**src/rtl/tdc_pkg.sv**
```systemverilog
// Shared definitions for the TDC phase-sweep controller: FSM encoding and fixed timing constants.
package tdc_pkg;

  typedef enum logic [3:0] {
    StIdle,
    StLockWait,
    StPhReq,
    StPhAck,
    StPhSettle,
    StFire,
    StCapture,
    StAccum,
    StClear,
    StWrite,
    StFinish,
    StError
  } tdc_state_e;

  // Cycles the PLL output is left to settle after a phase step before the chain is fired.
  localparam int unsigned SettleCycles = 2;

endpackage

```
**src/rtl/tdc_popcount.sv**
```systemverilog
// Ones-count of the carry-chain thermometer code; counting ones rather than finding the edge
// makes the result tolerant of bubbles. Result is registered (one cycle of latency).
module tdc_popcount #(
  parameter int unsigned N_TAPS = 256,
  parameter int unsigned CODE_W = $clog2(N_TAPS + 1)
) (
  input  logic              clk,
  input  logic              rst_n,
  input  logic [N_TAPS-1:0] sout,
  output logic [CODE_W-1:0] count
);

  logic [CODE_W-1:0] sum;

  always_comb begin
    sum = '0;
    for (int i = 0; i < int'(N_TAPS); i++) begin
      sum = sum + CODE_W'(sout[i]);
    end
  end

  always_ff @(posedge clk or negedge rst_n) begin
    if (!rst_n) begin
      count <= '0;
    end else begin
      count <= sum;
    end
  end

endmodule

```
**src/rtl/tdc_phase_sweep.sv**
```systemverilog
// Sweeps the PLL sampling phase across N_STEPS steps, firing the carry chain N_REPEAT times per
// step and writing the accumulated ones-count for each step to memory.
module tdc_phase_sweep
  import tdc_pkg::*;
#(
  parameter int unsigned N_TAPS     = 256,
  parameter int unsigned N_STEPS    = 512,
  parameter int unsigned N_REPEAT   = 4,
  parameter int unsigned PH_TIMEOUT = 1023,
  localparam int unsigned CODE_W    = $clog2(N_TAPS + 1),
  localparam int unsigned ACC_W     = CODE_W + $clog2(N_REPEAT),
  localparam int unsigned ADDR_W    = $clog2(N_STEPS)
) (
  input  logic              clk,
  input  logic              rst_n,
  input  logic              start,
  input  logic              abort,
  input  logic              locked,
  input  logic              phase_done,
  output logic              phase_en,
  output logic              fire,
  output logic              chain_ena,
  output logic              chain_clr,
  input  logic [N_TAPS-1:0] sout,
  output logic              wr_en,
  output logic [ADDR_W-1:0] wr_addr,
  output logic [ACC_W-1:0]  wr_data,
  output logic              busy,
  output logic              done,
  output logic              err
);

  localparam int unsigned ShotW   = (N_REPEAT > 1) ? $clog2(N_REPEAT) : 1;
  localparam int unsigned TmoW    = $clog2(PH_TIMEOUT + 1);
  localparam int unsigned SettleW = $clog2(SettleCycles + 1);

  tdc_state_e state_q, state_d;

  logic [ADDR_W-1:0]  step_q;
  logic [ShotW-1:0]   shot_q;
  logic [ACC_W-1:0]   acc_q;
  logic [TmoW-1:0]    tmo_q;
  logic [SettleW-1:0] settle_q;
  logic [CODE_W-1:0]  count;

  logic tmo_hit, last_shot, last_step, settled;

  tdc_popcount #(
    .N_TAPS (N_TAPS),
    .CODE_W (CODE_W)
  ) u_popcount (
    .clk   (clk),
    .rst_n (rst_n),
    .sout  (sout),
    .count (count)
  );

  assign tmo_hit   = (tmo_q == TmoW'(PH_TIMEOUT - 1));
  assign last_shot = (shot_q == ShotW'(N_REPEAT - 1));
  assign last_step = (step_q == ADDR_W'(N_STEPS - 1));
  assign settled   = (settle_q == SettleW'(SettleCycles - 1));

  always_comb begin
    state_d = state_q;
    if (abort && (state_q != StIdle) && (state_q != StError)) begin
      state_d = StIdle;
    end else begin
      unique case (state_q)
        StIdle, StError: if (start && !abort) state_d = StLockWait;
        StLockWait:      if (locked) state_d = StPhReq;
        StPhReq: begin
          if (!phase_done)  state_d = StPhAck;
          else if (tmo_hit) state_d = StError;
        end
        StPhAck: begin
          if (phase_done)   state_d = StPhSettle;
          else if (tmo_hit) state_d = StError;
        end
        StPhSettle:      if (settled) state_d = StFire;
        StFire:          state_d = StCapture;
        StCapture:       state_d = StAccum;
        StAccum:         state_d = StClear;
        StClear:         state_d = last_shot ? StWrite : StFire;
        StWrite:         state_d = last_step ? StFinish : StPhReq;
        StFinish:        state_d = StIdle;
        default:         state_d = StIdle;
      endcase
    end
  end

  // Outputs are registered from the next state so they coincide with the state they belong to.
  always_ff @(posedge clk or negedge rst_n) begin
    if (!rst_n) begin
      state_q   <= StIdle;
      phase_en  <= 1'b0;
      fire      <= 1'b0;
      chain_ena <= 1'b0;
      chain_clr <= 1'b0;
      wr_en     <= 1'b0;
      busy      <= 1'b0;
      done      <= 1'b0;
      err       <= 1'b0;
      wr_addr   <= '0;
      wr_data   <= '0;
      step_q    <= '0;
      shot_q    <= '0;
      acc_q     <= '0;
      tmo_q     <= '0;
      settle_q  <= '0;
    end else begin
      state_q   <= state_d;
      phase_en  <= (state_d == StPhReq);
      fire      <= (state_d == StFire);
      chain_ena <= (state_d == StFire);
      chain_clr <= (state_d == StClear);
      wr_en     <= (state_d == StWrite);
      busy      <= !(state_d inside {StIdle, StFinish, StError});
      done      <= (state_d == StFinish);
      err       <= (state_d == StError);

      if (state_d != state_q) begin
        tmo_q <= '0;
      end else if (state_q inside {StPhReq, StPhAck}) begin
        tmo_q <= tmo_q + 1'b1;
      end

      if (state_d != state_q) begin
        settle_q <= '0;
      end else if (state_q == StPhSettle) begin
        settle_q <= settle_q + 1'b1;
      end

      // A fresh sweep starts from step 0 with nothing accumulated, whatever an abort left behind.
      if ((state_q inside {StIdle, StError}) && (state_d == StLockWait)) begin
        step_q <= '0;
        shot_q <= '0;
        acc_q  <= '0;
      end

      // count already holds the popcount of sout sampled during CAPTURE.
      if (state_q == StAccum) begin
        acc_q <= acc_q + ACC_W'(count);
      end

      if ((state_q == StClear) && (state_d == StFire)) begin
        shot_q <= shot_q + 1'b1;
      end

      if (state_d == StWrite) begin
        wr_addr <= step_q;
        wr_data <= acc_q;
      end

      if (state_q == StWrite) begin
        acc_q  <= '0;
        shot_q <= '0;
        if (state_d == StPhReq) begin
          step_q <= step_q + 1'b1;
        end
      end
    end
  end

endmodule

```
**config.mk**
```make
export PLATFORM = sky130hd
export DESIGN_NAME = tdc_phase_sweep
export DESIGN_NICKNAME = d
export VERILOG_FILES = /design/src/rtl/tdc_pkg.sv /design/src/rtl/tdc_popcount.sv /design/src/rtl/tdc_phase_sweep.sv
export SDC_FILE = /design/constraint.sdc
export NUM_CORES = 1
export LEC_CHECK = 0
export ABC_AREA = 1
export ABC_CLOCK_PERIOD_IN_PS = 2620
export BUFFER_PORTS_ARGS = -buffer_cell sky130_fd_sc_hd__buf_2
export CORE_ASPECT_RATIO = 1.75
export CORE_MARGIN = 1.5
export CORE_UTILIZATION = 50
export DETAILED_ROUTE_END_ITERATION = 16
export GPL_TIMING_DRIVEN = 0
export PLACE_DENSITY = 0.77
export SYNTH_ARGS = -nofsm -noshare
export SYNTH_HDL_FRONTEND = slang
export SYNTH_SLANG_ARGS = --single-unit
```
**constraint.sdc**
```tcl
create_clock -name clk -period 2.62 [get_ports clk]
set_input_delay 0.131 -clock clk [delete_from_list [all_inputs] [get_ports clk]]
set_output_delay 0.131 -clock clk [all_outputs]
set_load 0.01 [all_outputs]
```
==> impl_metrics.py, run 1 <==
metrics = {
    "run_status": {
        "outcome": "complete, but fails checks",
        "violations": "setup timing",
    },
    "timing": {
        "slew_violations": 0,
        "layout_min_cycle_time_ns": 7.08,
        "fmax_mhz": 141,
        "worst_pin_slew_ns": 0.526,
        "skew_ns": 0.00881,
        "slew_headroom_pct": 64.9,
        "hold_violations": 0,
        "worst_slack_ns": -4.46,
        "grt_setup_unrepaired": "yes",
        "period_share_pct": 270,
        "setup_tns_ns": -37.58,
        "setup_viol": 9,
    },
    "yosys": {
        "syn-cell-area_mm2": 0.0107,
        "seq_area_frac_synth_pct": 17.2,
        "synth.most_common_cell": "inv_1",
        "synth_warnings": 0,
        "synth_top_cell_by_area": "fa_1",
        "synth_edf_count": 0,
        "yosysTopAreaCellShare_pct": 45.3,
        "async_flop_share_pct": 100,
        "syn_inst": 1114,
        "synthFlopType": "dfrtp_1",
        "synth_fp_nets": 1674,
        "ys_types": 37,
        "synth_commonest_cells": "394 x inv_1, 243 x fa_1, 119 x nand2_1",
        "ys_ff_latch": 74,
        "ys_top_cells_by_area": "fa_1 45%, dfrtp_1 17%, inv_1 14%",
        "postSynthAreaPerCell_um2": 9.65,
    },
    "clocking": {
        "cts_sinks": 74,
        "cts_buffer_depth": 2,
        "worstSkewPairLatency_ns": 0.35,
        "cts_tree": "yes",
        "h-tree-depth": 3,
        "cts-root-buf": "clkbuf_16",
        "cts-buffers-inserted": 9,
        "cts.clk_slew.worst_paths_ns": 0.06,
    },
    "finish": {
        "area_delta_synth_final_pct": 22.0,
        "final.fill_count": 1800,
        "num-nets-final": 1987,
        "multi_input_area_mm2": 0.00742,
        "final_util_pct": 62.4,
        "antenna_cells": 0,
        "stdcell_area_mm2": 0.0131,
        "drive_above_1_share_pct": 29.8,
        "register_area_mm2": 0.00185,
    },
    "critical_path": {
        "end_kind": "flip-flop",
        "crit_top_cell": "fa_1",
        "reg2reg_to": "settle_q[0]$_DFFE_PN0P_",
        "critPathArrivalTime_ns": 7.30,
        "start_kind": "input pin",
        "r2r_slack_ns": 0.28,
        "path_class": "input pin to flip-flop",
        "r2r_start": "step_q[0]$_DFF_PN0_",
        "cp_max_fo": 2,
        "crit_slowest_cell": "fa_2",
        "max_stage_delay_ns": 0.56,
        "cpLargestDelayFamily": "adder cells",
        "worst_r2r_path_depth": 15,
        "worst-path-buf-inv": 9,
        "crit_required_ns": 2.85,
    },
    "grt": {
        "grt_use_total_pct": 23.4,
        "grt-ovfl-total": 0,
        "grt_max_degree": 72,
        "grt_pass1_wl_um": 40500,
        "first_global_vias": 9355,
        "antenna_found_initial": 0,
    },
    "route": {
        "firstDrtPassIters": 5,
        "post-route-drc-count": 0,
        "viasPerCell": 4.81,
        "wirelength_um": 25000,
        "drt_iter0_drc": 343,
        "ant_nets": 0,
        "via_count": 8092,
        "detail_route.wl_per_cell_um": 14.8,
    },
    "floorplanning": {
        "die_area_mm2": 0.0224,
        "num_rows": 70,
        "chipHeight_um": 197,
        "initial_core_util_pct": 51.1,
        "ioPinCount": 290,
        "dieWidth_um": 114,
        "core_area_mm2": 0.0210,
    },
    "hold_path": {
        "hold_path_class": "input pin to asynchronous set/reset pin",
    },
    "placement": {
        "hpwl_um": 22700,
        "portBuffers": 289,
        "place.gp.congestion": 0.937,
        "dp_slack_ns": -4.95,
        "placed_area_mm2": 0.0126,
    },
    "job": {
        "cap_viol_max_count": 0,
    },
}
[layout by cell type (no fill, tap or decap), drive strengths merged]
cell	count
nand4	18
nor2	38
xnor2	5
a21o	2
clkinvlp	4
o31ai	1
nor3	18
clkinv	2
a31oi	1
ha	55
nand2	133
bufinv	1
inv	399
dfrtp	74
nor3b	1
buf	308
a221oi	1
o21bai	2
fa	243
xor2	12
a21oi	23
o21ai	40
or2	1
o211ai	1
nand3	37
dlygate4sd3	1
clkbuf	10
[sequential cells by signal (all words and copies together), names as in the netlist]
register / count
chain_clr: 1
shot_q: 2
err: 1
step_q: 9
phase_en: 1
chain_ena: 1
tmo_q: 10
u_popcount.count: 9
wr_addr: 9
state_q: 4
wr_en: 1
wr_data: 11
acc_q: 11
busy: 1
done: 1
settle_q: 2
[worst register-to-register path, delay by kind of cell, from the launching register on]
kind | cells | cell delay, ns
buffers and inverters | 1 | 0.20
and+or+nand+nor | 12 | 1.30
adders and majority gates | 2 | 0.40
DFF | 1 | 0.37
[stage by stage]
stage               std cells  hold WS (ns)
floorplan                1114        -0.165
global placement         1655         0.461
detailed placement       1656       -0.0590
CTS                      1676         0.129
global route             1683         0.164
finish                   1683         0.153
[logic make-up after synthesis]
family	after synthesis	share of synthesized area (%)
AO/OA/AOI/OAI	71	3.88
XOR/XNOR	17	1.39
adder cells (fa/ha/maj)	298	51.7
buffers and inverters	409	14.7
flip-flops	74	17.2
AND/OR/NAND/NOR	245	11.1
[cell type report]
type | count | area share (%)
Clock buffer | 9 | 1.72
Multi-Input combinational cell | 632 | 56.6
Tap cell | 252 | 2.40
Buffer | 9 | 0.611
Clock inverter | 6 | 0.525
Inverter | 400 | 11.5
Timing Repair Buffer | 301 | 12.5
Sequential cell | 74 | 14.1
[worst max path at each step]
stage / from / end / slack [ns] / depth (start not counted)
after floorplan: sout[150] / u_popcount.count[8]$_DFF_PN0_ / -4.46 / 28
after global placement: sout[0] / u_popcount.count[8]$_DFF_PN0_ / -4.89 / 26
after detailed placement: sout[0] / u_popcount.count[8]$_DFF_PN0_ / -4.95 / 26
after CTS: sout[98] / u_popcount.count[8]$_DFF_PN0_ / -4.50 / 30
after global routing: sout[94] / u_popcount.count[8]$_DFF_PN0_ / -4.72 / 30
final: sout[48] / u_popcount.count[8]$_DFF_PN0_ / -4.46 / 30
[metal layers]
layer | GRT usage, % | share of wire [%] | up-vias
met5 | 0 | 0 | -
met4 | 10.8 | 3.9 | 0
met3 | 3.35 | 4.3 | 63
met2 | 49.6 | 62 | 257
met1 | 20.4 | 30 | 3971
li1 | - | - | 3801
[what timing repair did]
action	in CTS	in global routing
pin swaps	22	16
resized for setup	29	35
endpoints found under the setup margin	9	48
hold endpoints to repair	74	0
cloned	0	1
hold buffers	1	0
setup buffers	4	6
Power of run 1 is left out: the tool's default activity adds up to more than one toggle a clock period on the data nets, which glitch-free logic cannot reach.
==> run 2: changes to the inputs <==
--- a/config.mk
+++ b/config.mk
@@ -13,7 +13,7 @@
 export CORE_UTILIZATION = 50
 export DETAILED_ROUTE_END_ITERATION = 16
 export GPL_TIMING_DRIVEN = 0
-export PLACE_DENSITY = 0.77
+export PLACE_DENSITY = 0.85
 export SYNTH_ARGS = -nofsm -noshare
 export SYNTH_HDL_FRONTEND = slang
 export SYNTH_SLANG_ARGS = --single-unit
==> impl_metrics.py, run 2 (same netlist as run 1, synthesis figures left out) <==
metrics = {
    "finish": {
        "num-nets-final": 1981,
        "final.fill_count": 1656,
        "final_cell_mix": "375 x inv_1, 281 x buf_2, 237 x fa_1",
        "stdcell_area_mm2": 0.0130,
        "layout_commonest_cell": "inv_1",
        "register_area_mm2": 0.00185,
        "multi_input_area_mm2": 0.00739,
        "antenna_cells": 0,
        "reg_top3": "acc_q x11, wr_data x11, tmo_q x10",
        "area_delta_synth_final_pct": 20.8,
        "drive_above_1_share_pct": 28.5,
        "layout.cells.non_filler": 1675,
    },
    "route": {
        "via_count": 8225,
        "viasPerCell": 4.91,
        "firstDrtPassIters": 5,
        "post-route-drc-count": 0,
        "wirelength_um": 25500,
        "drt_iter0_drc": 317,
        "ant_nets": 0,
        "detail_route.wl_per_cell_um": 15.3,
    },
    "grt": {
        "first_global_vias": 9360,
        "grt-ovfl-total": 0,
        "grt_pass1_wl_um": 41200,
        "grt_use_total_pct": 23.7,
        "grt_max_degree": 39,
        "antenna_found_initial": 0,
    },
    "clocking": {
        "cts-buffers-inserted": 9,
        "h-tree-depth": 3,
        "cts_buffer_depth": 2,
        "cts_sinks": 74,
        "cts.clk_slew.worst_paths_ns": 0.06,
        "cts-root-buf": "clkbuf_16",
        "cts_tree": "yes",
        "worstSkewPairLatency_ns": 0.33,
    },
    "critical_path": {
        "worst_r2r_path_depth": 16,
        "end_kind": "flip-flop",
        "r2r_slack_ns": 0.09,
        "cp_max_fo": 2,
        "r2r_start": "step_q[0]$_DFF_PN0_",
        "max_stage_delay_ns": 0.54,
        "crit_top_cell": "fa_1",
        "crit_required_ns": 2.84,
        "reg2reg_to": "step_q[0]$_DFF_PN0_",
        "path_class": "input pin to flip-flop",
        "crit_slowest_cell": "fa_1",
        "start_kind": "input pin",
        "critPathArrivalTime_ns": 7.37,
    },
    "floorplanning": {
        "num_rows": 70,
        "ioPinCount": 290,
        "dieWidth_um": 114,
        "initial_core_util_pct": 51.1,
        "core_area_mm2": 0.0210,
        "die_area_mm2": 0.0224,
        "chipHeight_um": 197,
    },
    "timing": {
        "slew_headroom_pct": 56.9,
        "period_share_pct": 273,
        "fmax_mhz": 140,
        "setup_tns_ns": -38.21,
        "slew_violations": 0,
        "layout_min_cycle_time_ns": 7.16,
        "grt_setup_unrepaired": "yes",
        "skew_ns": 0.00412,
        "worst_slack_ns": -4.54,
        "hold_violations": 0,
        "setup_viol": 9,
        "worst_pin_slew_ns": 0.646,
    },
    "hold_path": {
        "min_from": "sout[5]",
        "hold_path_class": "input pin to flip-flop",
        "holdPathStages": 4,
        "hold_end": "u_popcount.count[0]$_DFF_PN0_",
    },
    "run_status": {
        "outcome": "complete, but fails checks",
        "violations": "setup timing",
    },
    "placement": {
        "placedCellCount": 1656,
        "hpwl_um": 23000,
        "portBuffers": 289,
        "place.gp.congestion": 0.937,
        "placed_area_mm2": 0.0126,
    },
    "job": {
        "cap_viol_max_count": 0,
    },
}
[run 2: how the worst max path moves through the flow]
| stage | start | to | cells past startpoint |
|---|---|---|---|
| 6_report | sout[132] | u_popcount.count[8]$_DFF_PN0_ | 30 |
| 5_1_grt | sout[0] | u_popcount.count[6]$_DFF_PN0_ | 25 |
| 4_1_cts | sout[132] | u_popcount.count[6]$_DFF_PN0_ | 29 |
| 3_5_place_dp | sout[150] | u_popcount.count[8]$_DFF_PN0_ | 30 |
| 3_3_place_gp | sout[0] | u_popcount.count[8]$_DFF_PN0_ | 26 |
| 2_1_floorplan | sout[150] | u_popcount.count[8]$_DFF_PN0_ | 28 |
[run 2: worst max-delay path, delay by kind of cell]
kind            cells  cell delay (ns)
fa+ha+maj          13             6.09
buf+inv             9             0.49
simple gates        6             0.41
compound gates      2             0.25
[run 2: final cells by class]
class	instances	share of cell area, %
Timing Repair Buffer	296	12.2
Clock buffer	10	1.84
Sequential cell	74	14.3
Clock inverter	3	0.145
Tap cell	252	2.43
Buffer	9	0.617
Multi-Input combinational cell	631	57.0
Inverter	400	11.6
[run 2: what timing repair did]
| item | 4_1_cts | 5_1_grt |
|---|---|---|
| endpoints found under the setup margin | 9 | 38 |
| endpoints found under the hold margin | 36 | 0 |
| setup buffers | 6 | 2 |
| hold buffers | 1 | 0 |
| pin swaps | 15 | 13 |
| resized for setup | 28 | 23 |
[run 2: stage by stage]
stage	utilization (%)	setup WS, ns	hold WS (ns)
after floorplan	-	-4.46	-0.165
after global placement	59.6	-4.91	0.459
after detailed placement	59.7	-4.99	0.127
after CTS	61.6	-4.56	0.268
after global routing	61.8	-4.70	0.281
final	61.8	-4.54	0.277
[run 2: per-layer routing]
| layer | routed length (µm) | global-route usage (%) | vias up | share of wire [%] |
|---|---|---|---|---|
| met2 | 15800 | 50.5 | 311 | 62 |
| met5 | 0 | 0 | - | 0 |
| met1 | 7540 | 20.7 | 4061 | 30 |
| met4 | 1080 | 9.77 | 0 | 4.2 |
| met3 | 1140 | 3.44 | 71 | 4.4 |
| li1 | - | - | 3782 | - |
Power of run 2 is left out for the same reason.
